## src/rtl/debugger_pkg.sv

```systemverilog
// -----------------------------------------------------------------------------
// debugger_pkg
// Constants shared by the debugger command encoder (host side) and the AFTAB
// debugger command decoder (datapath side): command-word bit positions, the
// register-number field, the encoder state encoding and a command-word builder.
// -----------------------------------------------------------------------------
package debugger_pkg;

   localparam int unsigned DBG_WRITE_BIT    = 16;
   localparam int unsigned DBG_REGISTER_BIT = 17;
   localparam int unsigned DBG_MEMORY_BIT   = 25;
   localparam int unsigned DBG_REGNUM_MSB   = 4;
   localparam int unsigned DBG_REGNUM_LSB   = 0;
   localparam int unsigned DBG_REGNUM_W     = DBG_REGNUM_MSB - DBG_REGNUM_LSB + 1;
   localparam int unsigned DBG_CMD_W        = 32;

   typedef enum logic [2:0] {
      ST_IDLE      = 3'd0,
      ST_SEND_ADDR = 3'd1,
      ST_SEND_DATA = 3'd2,
      ST_SEND_CMD  = 3'd3,
      ST_WAIT_DONE = 3'd4,
      ST_CLEAR     = 3'd5,
      ST_RSP       = 3'd6
   } dbg_state_e;

   // Register number is only meaningful for register accesses; memory
   // commands carry 0 in that field.
   function automatic logic [DBG_CMD_W-1:0] dbg_encode_cmd(
      input logic                    is_write,
      input logic                    is_memory,
      input logic [DBG_REGNUM_W-1:0] regnum
   );
      logic [DBG_CMD_W-1:0] cmd;
      cmd                   = '0;
      cmd[DBG_WRITE_BIT]    = is_write;
      cmd[DBG_REGISTER_BIT] = ~is_memory;
      cmd[DBG_MEMORY_BIT]   = is_memory;
      if (!is_memory)
         cmd[DBG_REGNUM_MSB:DBG_REGNUM_LSB] = regnum;
      return cmd;
   endfunction

endpackage

```

## src/rtl/aftab_register.sv

```systemverilog
// -----------------------------------------------------------------------------
// aftab_register
// Generic AFTAB load/clear register.
//   clk, rst : clock, asynchronous active-high reset
//   zero     : synchronous clear (takes priority over load)
//   load     : load inReg
//   inReg    : data in  [size-1:0]
//   outReg   : data out [size-1:0]
// -----------------------------------------------------------------------------
module aftab_register #(
   parameter int unsigned size = 32
) (
   input  logic            clk,
   input  logic            rst,
   input  logic            zero,
   input  logic            load,
   input  logic [size-1:0] inReg,
   output logic [size-1:0] outReg
);

   always_ff @(posedge clk or posedge rst) begin
      if (rst)
         outReg <= '0;
      else if (zero)
         outReg <= '0;
      else if (load)
         outReg <= inReg;
   end

endmodule

```

## src/rtl/debugger_command_encoder.sv

```systemverilog
// -----------------------------------------------------------------------------
// debugger_command_encoder
// Host-side sequencer turning one debugger request into the argument/command
// word sequence and load strobes of the AFTAB debugger command decoder, then
// waiting for completion, clearing the command register and responding.
//
// Ports:
//   clk, rst                       clock, asynchronous active-high reset
//   req_valid / req_ready          host request handshake (ready only in IDLE)
//   req_is_write, req_is_memory    request kind
//   req_register_number [4:0]      register target (ignored for memory)
//   req_address, req_data [size]   memory address, write data
//   debugger_done                  one-cycle completion pulse from datapath
//   debugger_read_data [size]      read result, valid with debugger_done
//   debugger_port [size]           word driven to decoder registers
//   load_debugger_command*         decoder register load strobes
//   rsp_valid / rsp_ready          host response handshake
//   rsp_data [size], rsp_error     read data (0 for writes), timeout flag
//
// Optional feature macro: DEBUGGER_TIMEOUT_EN -- WAIT_DONE watchdog that aborts
// after timeout_cycles cycles and reports rsp_error. Undefined: waits forever,
// rsp_error is tied low.
// -----------------------------------------------------------------------------
module debugger_command_encoder
   import debugger_pkg::*;
#(
   parameter int unsigned size           = 32,
   parameter int unsigned timeout_cycles = 1024
) (
   input  logic                    clk,
   input  logic                    rst,
   input  logic                    req_valid,
   output logic                    req_ready,
   input  logic                    req_is_write,
   input  logic                    req_is_memory,
   input  logic [DBG_REGNUM_W-1:0] req_register_number,
   input  logic [size-1:0]         req_address,
   input  logic [size-1:0]         req_data,
   input  logic                    debugger_done,
   input  logic [size-1:0]         debugger_read_data,
   output logic [size-1:0]         debugger_port,
   output logic                    load_debugger_command,
   output logic                    load_debugger_command_data_argument,
   output logic                    load_debugger_command_address_argument,
   output logic                    rsp_valid,
   input  logic                    rsp_ready,
   output logic [size-1:0]         rsp_data,
   output logic                    rsp_error
);

   dbg_state_e              state_q, state_d;
   logic                    is_write_q, is_memory_q;
   logic [DBG_REGNUM_W-1:0] regnum_q;
   logic [size-1:0]         addr_q, data_q;
   logic                    accept;
   logic                    done_hit;
   logic                    expire;

   assign accept   = req_valid & (state_q == ST_IDLE);
   assign done_hit = debugger_done & (state_q == ST_WAIT_DONE);

   // ---------------------------------------------------------------- request latch
   always_ff @(posedge clk or posedge rst) begin
      if (rst) begin
         is_write_q  <= 1'b0;
         is_memory_q <= 1'b0;
         regnum_q    <= '0;
         addr_q      <= '0;
         data_q      <= '0;
      end else if (accept) begin
         is_write_q  <= req_is_write;
         is_memory_q <= req_is_memory;
         regnum_q    <= req_register_number;
         addr_q      <= req_address;
         data_q      <= req_data;
      end
   end

   // ---------------------------------------------------------------- watchdog
`ifdef DEBUGGER_TIMEOUT_EN
   localparam int unsigned CNT_W = $clog2(timeout_cycles + 1);
   logic [CNT_W-1:0] cnt_q, cnt_d;
   logic             err_q, err_d;

   // Expiry on the timeout_cycles-th WAIT_DONE cycle; a coincident done wins.
   assign expire = (state_q == ST_WAIT_DONE) && (cnt_q == CNT_W'(timeout_cycles - 1))
                   && !debugger_done;

   always_comb begin
      cnt_d = cnt_q;
      err_d = err_q;
      if (state_q == ST_SEND_CMD)
         cnt_d = '0;
      else if (state_q == ST_WAIT_DONE)
         cnt_d = cnt_q + 1'b1;
      if (accept)
         err_d = 1'b0;
      else if (expire)
         err_d = 1'b1;
   end

   always_ff @(posedge clk or posedge rst) begin
      if (rst) begin
         cnt_q <= '0;
         err_q <= 1'b0;
      end else begin
         cnt_q <= cnt_d;
         err_q <= err_d;
      end
   end

   assign rsp_error = err_q;
`else
   assign expire    = 1'b0;
   assign rsp_error = 1'b0;
`endif

   // ---------------------------------------------------------------- read capture
   // Cleared on acceptance so writes and timeouts respond with 0.
   aftab_register #(
      .size (size)
   ) u_rsp_data (
      .clk    (clk),
      .rst    (rst),
      .zero   (accept),
      .load   (done_hit),
      .inReg  (is_write_q ? '0 : debugger_read_data),
      .outReg (rsp_data)
   );

   // ---------------------------------------------------------------- FSM state
   always_ff @(posedge clk or posedge rst) begin
      if (rst)
         state_q <= ST_IDLE;
      else
         state_q <= state_d;
   end

   // ---------------------------------------------------------------- FSM next state
   always_comb begin
      state_d = state_q;
      unique case (state_q)
         ST_IDLE: begin
            if (accept) begin
               if (req_is_memory)     state_d = ST_SEND_ADDR;
               else if (req_is_write) state_d = ST_SEND_DATA;
               else                   state_d = ST_SEND_CMD;
            end
         end
         ST_SEND_ADDR: state_d = is_write_q ? ST_SEND_DATA : ST_SEND_CMD;
         ST_SEND_DATA: state_d = ST_SEND_CMD;
         ST_SEND_CMD:  state_d = ST_WAIT_DONE;
         ST_WAIT_DONE: if (debugger_done || expire) state_d = ST_CLEAR;
         ST_CLEAR:     state_d = ST_RSP;
         ST_RSP:       if (rsp_ready) state_d = ST_IDLE;
         default:      state_d = ST_IDLE;
      endcase
   end

   // ---------------------------------------------------------------- FSM outputs
   always_comb begin
      debugger_port                          = '0;
      load_debugger_command                  = 1'b0;
      load_debugger_command_data_argument    = 1'b0;
      load_debugger_command_address_argument = 1'b0;
      req_ready                              = 1'b0;
      rsp_valid                              = 1'b0;
      unique case (state_q)
         ST_IDLE: req_ready = 1'b1;
         ST_SEND_ADDR: begin
            debugger_port                          = addr_q;
            load_debugger_command_address_argument = 1'b1;
         end
         ST_SEND_DATA: begin
            debugger_port                       = data_q;
            load_debugger_command_data_argument = 1'b1;
         end
         ST_SEND_CMD: begin
            debugger_port         = size'(dbg_encode_cmd(is_write_q, is_memory_q, regnum_q));
            load_debugger_command = 1'b1;
         end
         // Loading an all-zero command drops every decoder request line.
         ST_CLEAR: load_debugger_command = 1'b1;
         ST_RSP:   rsp_valid = 1'b1;
         default: ;
      endcase
   end

endmodule
```

## config.mk

```make
export PLATFORM = sky130hd
export DESIGN_NAME = debugger_command_encoder
export DESIGN_NICKNAME = d
export VERILOG_FILES = /design/src/rtl/debugger_pkg.sv /design/src/rtl/aftab_register.sv /design/src/rtl/debugger_command_encoder.sv
export SDC_FILE = /design/constraint.sdc
export NUM_CORES = 1
export LEC_CHECK = 0
export ABC_AREA = 1
export BUFFER_PORTS_ARGS = -buffer_cell sky130_fd_sc_hd__buf_2
export CORE_ASPECT_RATIO = 1.4
export CORE_MARGIN = 3
export CORE_UTILIZATION = 41
export CTS_CLUSTER_DIAMETER = 100
export DETAILED_ROUTE_END_ITERATION = 16
export MAX_ROUTING_LAYER = met4
export PLACE_DENSITY_LB_ADDON = 0.15
export SYNTH_ARGS = -nofsm -noshare
export SYNTH_HDL_FRONTEND = slang
export SYNTH_HIERARCHICAL = 1
export SYNTH_SLANG_ARGS = --single-unit
```

## constraint.sdc

```tcl
create_clock -name clk -period 5.44 [get_ports clk]
set_clock_uncertainty 0.05 [all_clocks]
set_input_delay 1.36 -clock clk [delete_from_list [all_inputs] [get_ports clk]]
set_output_delay 1.36 -clock clk [all_outputs]
set_load 0.02 [all_outputs]
```

# Word-level counts from Yosys, hierarchy flattened
# Cells that the tools add are included.
[classes]
bitwise_logic = 3
n_reduce_logical = 4
n_mux = 17
n_eq_ne = 9
[op_table]
columns = ["cell", "count"]
rows = [
  ["$mux 32", 3],
  ["$pmux 32 s3", 1],
  ["$pmux 3 s7", 1],
  ["$eq 3x3->1 const B", 3],
  ["$mux 3", 3],
  ["$mux 1", 7],
  ["$eq 3x2->1 const B", 2],
  ["$ne 2x2->1 const B", 3],
  ["$mux 5", 1],
  ["$eq 3x1->1 const B", 1],
  ["$logic_not 3->1", 1],
  ["$reduce_and 3->1", 1],
  ["$and 1x1->1", 2],
  ["$mux 2", 1],
  ["$reduce_bool 2->1", 1],
  ["$reduce_or 2->1", 1],
  ["$not 1->1", 1],
]
[word_totals]
register_bits = 106
wordCells = 40
out_inout_bits = 70
in_bits = 108

# Depth between registers and ports, before layout
[logic_depth]
word_depth = 4
mapped_depth = 11
mapped_depth_nobuf = 8

# By module
# Netlist, hierarchy kept.
[modules_own_cells]
columns = ["module", "instances", "seq_area_each_um2", "cells_per_inst", "area_each_um2"]
rows = [
  ["debugger_command_encoder", 1, 1851.8, 501, 3642.2],
  ["aftab_register", 1, 800.8, 141, 1323.8],
]

# Worst setup path before layout
# OpenSTA, ideal clock, no wires.
[synth_timing]
path_type = "reg2out"
start = "reg state_q[0]"
end = "out debugger_port[10]"
arrival_time_ps = 1404
slack_ps = 2626
required_ps = 4030
n_path_buf = 1
path_stages_with_launch = 5
cell_sequence = "dfrtp_1 -> inv_1 -> nand3_1 -> clkbuf_1 -> o21ai_0"
[synth_via]
elab_chain_cells = 2
elab_cells_between_ends = 4
classes_between = "eq/ne: 3; mux: 1"
[synth_rtl]
columns = ["element", "line_no", "text"]
rows = [
  ["from (decl)", "debugger_command_encoder.sv:51", "dbg_state_e state_q, state_d;"],
  ["from (signal assigned)", "debugger_command_encoder.sv:136", "state_q <= state_d;"],
  ["$eq 3x2->1 or $eq 3x1->1 (tied branches)", "debugger_command_encoder.sv:168", "unique case (state_q)"],
  ["$pmux 32 s3 *", "debugger_command_encoder.sv:168", ""],
  ["to (decl)", "debugger_command_encoder.sv:41", "output logic [size-1:0] debugger_port,"],
]
# Every way passes the cells marked *; elsewhere a longest branch is shown, timed or not.

# Worst setup path in the final report
[layout_timing]
start = "reg state_q[2]"
end = "out debugger_port[17]"
# The elaborated chain is that of the path after synthesis.

==> flow_summary.ini <==
[run_status]
status = finished clean

[synthesis]
synth_edf_count = 0
synth_common_cells = nand2_1 (286), dfrtp_1 (106), inv_1 (67)
avgSynthCellArea_um2 = 7.74
ys.warnings.count = 6
synth.cell_area_mm2 = 0.00497
syn_nets = 750
ys_ff_latch = 106
synth_top_area_cell = dfrtp_1
ys.flop_type = dfrtp_1
yosysSeqAreaShare = 0.534
syn_inst = 642
synth_area_leaders = dfrtp_1 (53%), nand2_1 (22%), inv_1 (5.1%)
synth_top_cell_area_share = 0.534
synthArstFlopShare = 1.00
yosysMostFrequentCell = nand2_1
synthDistinctLibCells = 23

[timing]
period_needed_ps = 3830
fin_hold_ws_ps = 416
finalMaxSlewViolations = 0
fin_tns_setup_ps = 0
slew_headroom = 0.230
min_period_over_period = 0.705
clock.fmax_mhz = 261
hold_viol = 0
timing.final.ws_setup_ps = 1610
tightest_slew_ps = 1150
rsz0062_at_grt = no
final-setup-viol-count = 0

[critical_path]
crit_type = register to output pin
cp.required_ps = 4030
cp_slowest_stage_delay_ps = 830
arrival_ps = 2420
worstPathMaxFanout = 32
critical_path.cell_chain = inv_2, nand3_1, inv_1, a21oi_1, nand2_1, buf_2
cp-end-kind = output pin
crit_path_start_kind = register
critPathSlowestCell = inv_1

[route]
vias = 4457
drc = 0
firstDrtPassIters = 4
vias_per_cell = 4.71
wl_mm = 12.5
antenna_left = 0
routedWlPerCell_um = 13.2
drtIter0Drc = 162

[layout]
drive_gt1_frac = 0.264
fin_util = 0.527
layout.nets = 906
fin_cells = 947
antennaDiodeCount = 0
fin_area_mm2 = 0.00610
syn_to_final_growth_pct = 22.8

[pwr]
peakVddDrop_mv = 0.243
p_leak_nw = 3.64
powerDensity_mw_per_mm2 = 578
p_total_mw = 3.52

[grt]
grt_pass1_wl_mm = 20.5
antenna_found_initial = 0
grt_overflow = 0
grt_max_degree = 97
grt_usage = 0.192
grt_pass1_vias = 4302

[floorplan]
core_mm2 = 0.0116
boundaryPins = 178
die_x_um = 99.0
dieArea_mm2 = 0.0135
initial_core_util = 0.429
die_h_um = 136
rows = 46

[hold_path]
hold_path_class = register to register

[clock_network]
clock_sinks = 106
clockRootBuffer = clkbuf_16
cts-buffers-inserted = 9
cts-htree-levels = 3
clk_path_buf_depth = 2
cts_setup_buffers = 0
cts_tree = yes
cts_resized = 0
clock_latency_ps = 340
clk_pin_slew_ps = 70
ctsHoldBuffers = 0

[placement]
port_buffers = 176
place_area_mm2 = 0.00582
placed_cells = 931
hpwl_mm = 8.74
gp_routability_congestion = 0.786
post-place-ws_ps = 1900

[flow_run]
cap_viol_max_count = 0
## registers in the layout, indices dropped and copies added (netlist names)
| register | cells |
|---|---|
| state_q | 3 |
| is_memory_q | 1 |
| regnum_q | 5 |
| u_rsp_data/outReg | 32 |
| data_q | 32 |
| addr_q | 32 |
| is_write_q | 1 |
## worst paths after layout
path	endpoint	slack, ps	startpoint	depth (start not counted)
max	debugger_port[17]	1610	state_q[2]	6
max in group asynchronous	data_q[15]	3270	rst	3
min reg2reg	u_rsp_data/outReg[2]	420	u_rsp_data/outReg[2]	2
max reg2reg	u_rsp_data/outReg[9]	2570	state_q[1]	8
min in group asynchronous	u_rsp_data/outReg[8]	1050	rst	3
min	u_rsp_data/outReg[2]	420	u_rsp_data/outReg[2]	2
## worst max-delay path, delay by kind of cell, from the launching register on
kind                   cells  cell delay (ps)
buffers and inverters      3             1160
DFF                        1              430
and+or+nand+nor            2              290
AOI/OAI and AO/OA          1              210
## cell families after synthesis
family | count (synthesis) | share of synthesized area
compound gates | 51 | 0.0544
simple gates | 377 | 0.308
buf+inv | 107 | 0.103
other cells | 1 | 0.000755
flops | 106 | 0.534
## cell usage in the layout (no fill, tap or decap), types with 2 or more instances in the layout
cell type,instances
nor2_1,39
o21ai_0,45
dfrtp_1,106
nor2_4,2
nand4_1,2
inv_2,4
clkinv_2,3
inv_1,66
nand3_1,41
clkbuf_16,9
clkinvlp_4,2
buf_2,176
o21ai_2,3
buf_4,4
nand2_1,286
nand3_2,5
## routing by layer
metal	vias to the layer above	wire, um	GRT usage
met5	-	0	-
met1	2052	5360	0.244
met3	7	921	0.0421
met4	0	108	0.0532
li1	2244	-	-
met2	154	6120	0.311
## where the power goes
group / internal, mW / leakage [nW] / switching [mW] / total (mW)
Combinational: 0.487 / 2.16 / 1.05 / 1.53
Sequential: 1.17 / 1.35 / 0.223 / 1.39
Clock: 0.321 / 0.131 / 0.281 / 0.602
Total: 1.97 / 3.64 / 1.55 / 3.52
## final cells by class
cell class              count  area [um2]
clock inverters             5        30.0
repair buffers            180         911
fillers                  1164        5470
well taps                 144         180
clock buffers              11         243
flip-flops and latches    106        2650
multi-input cells         429        1810
inverters                  72         273
Power figures use the tool's default switching activity.
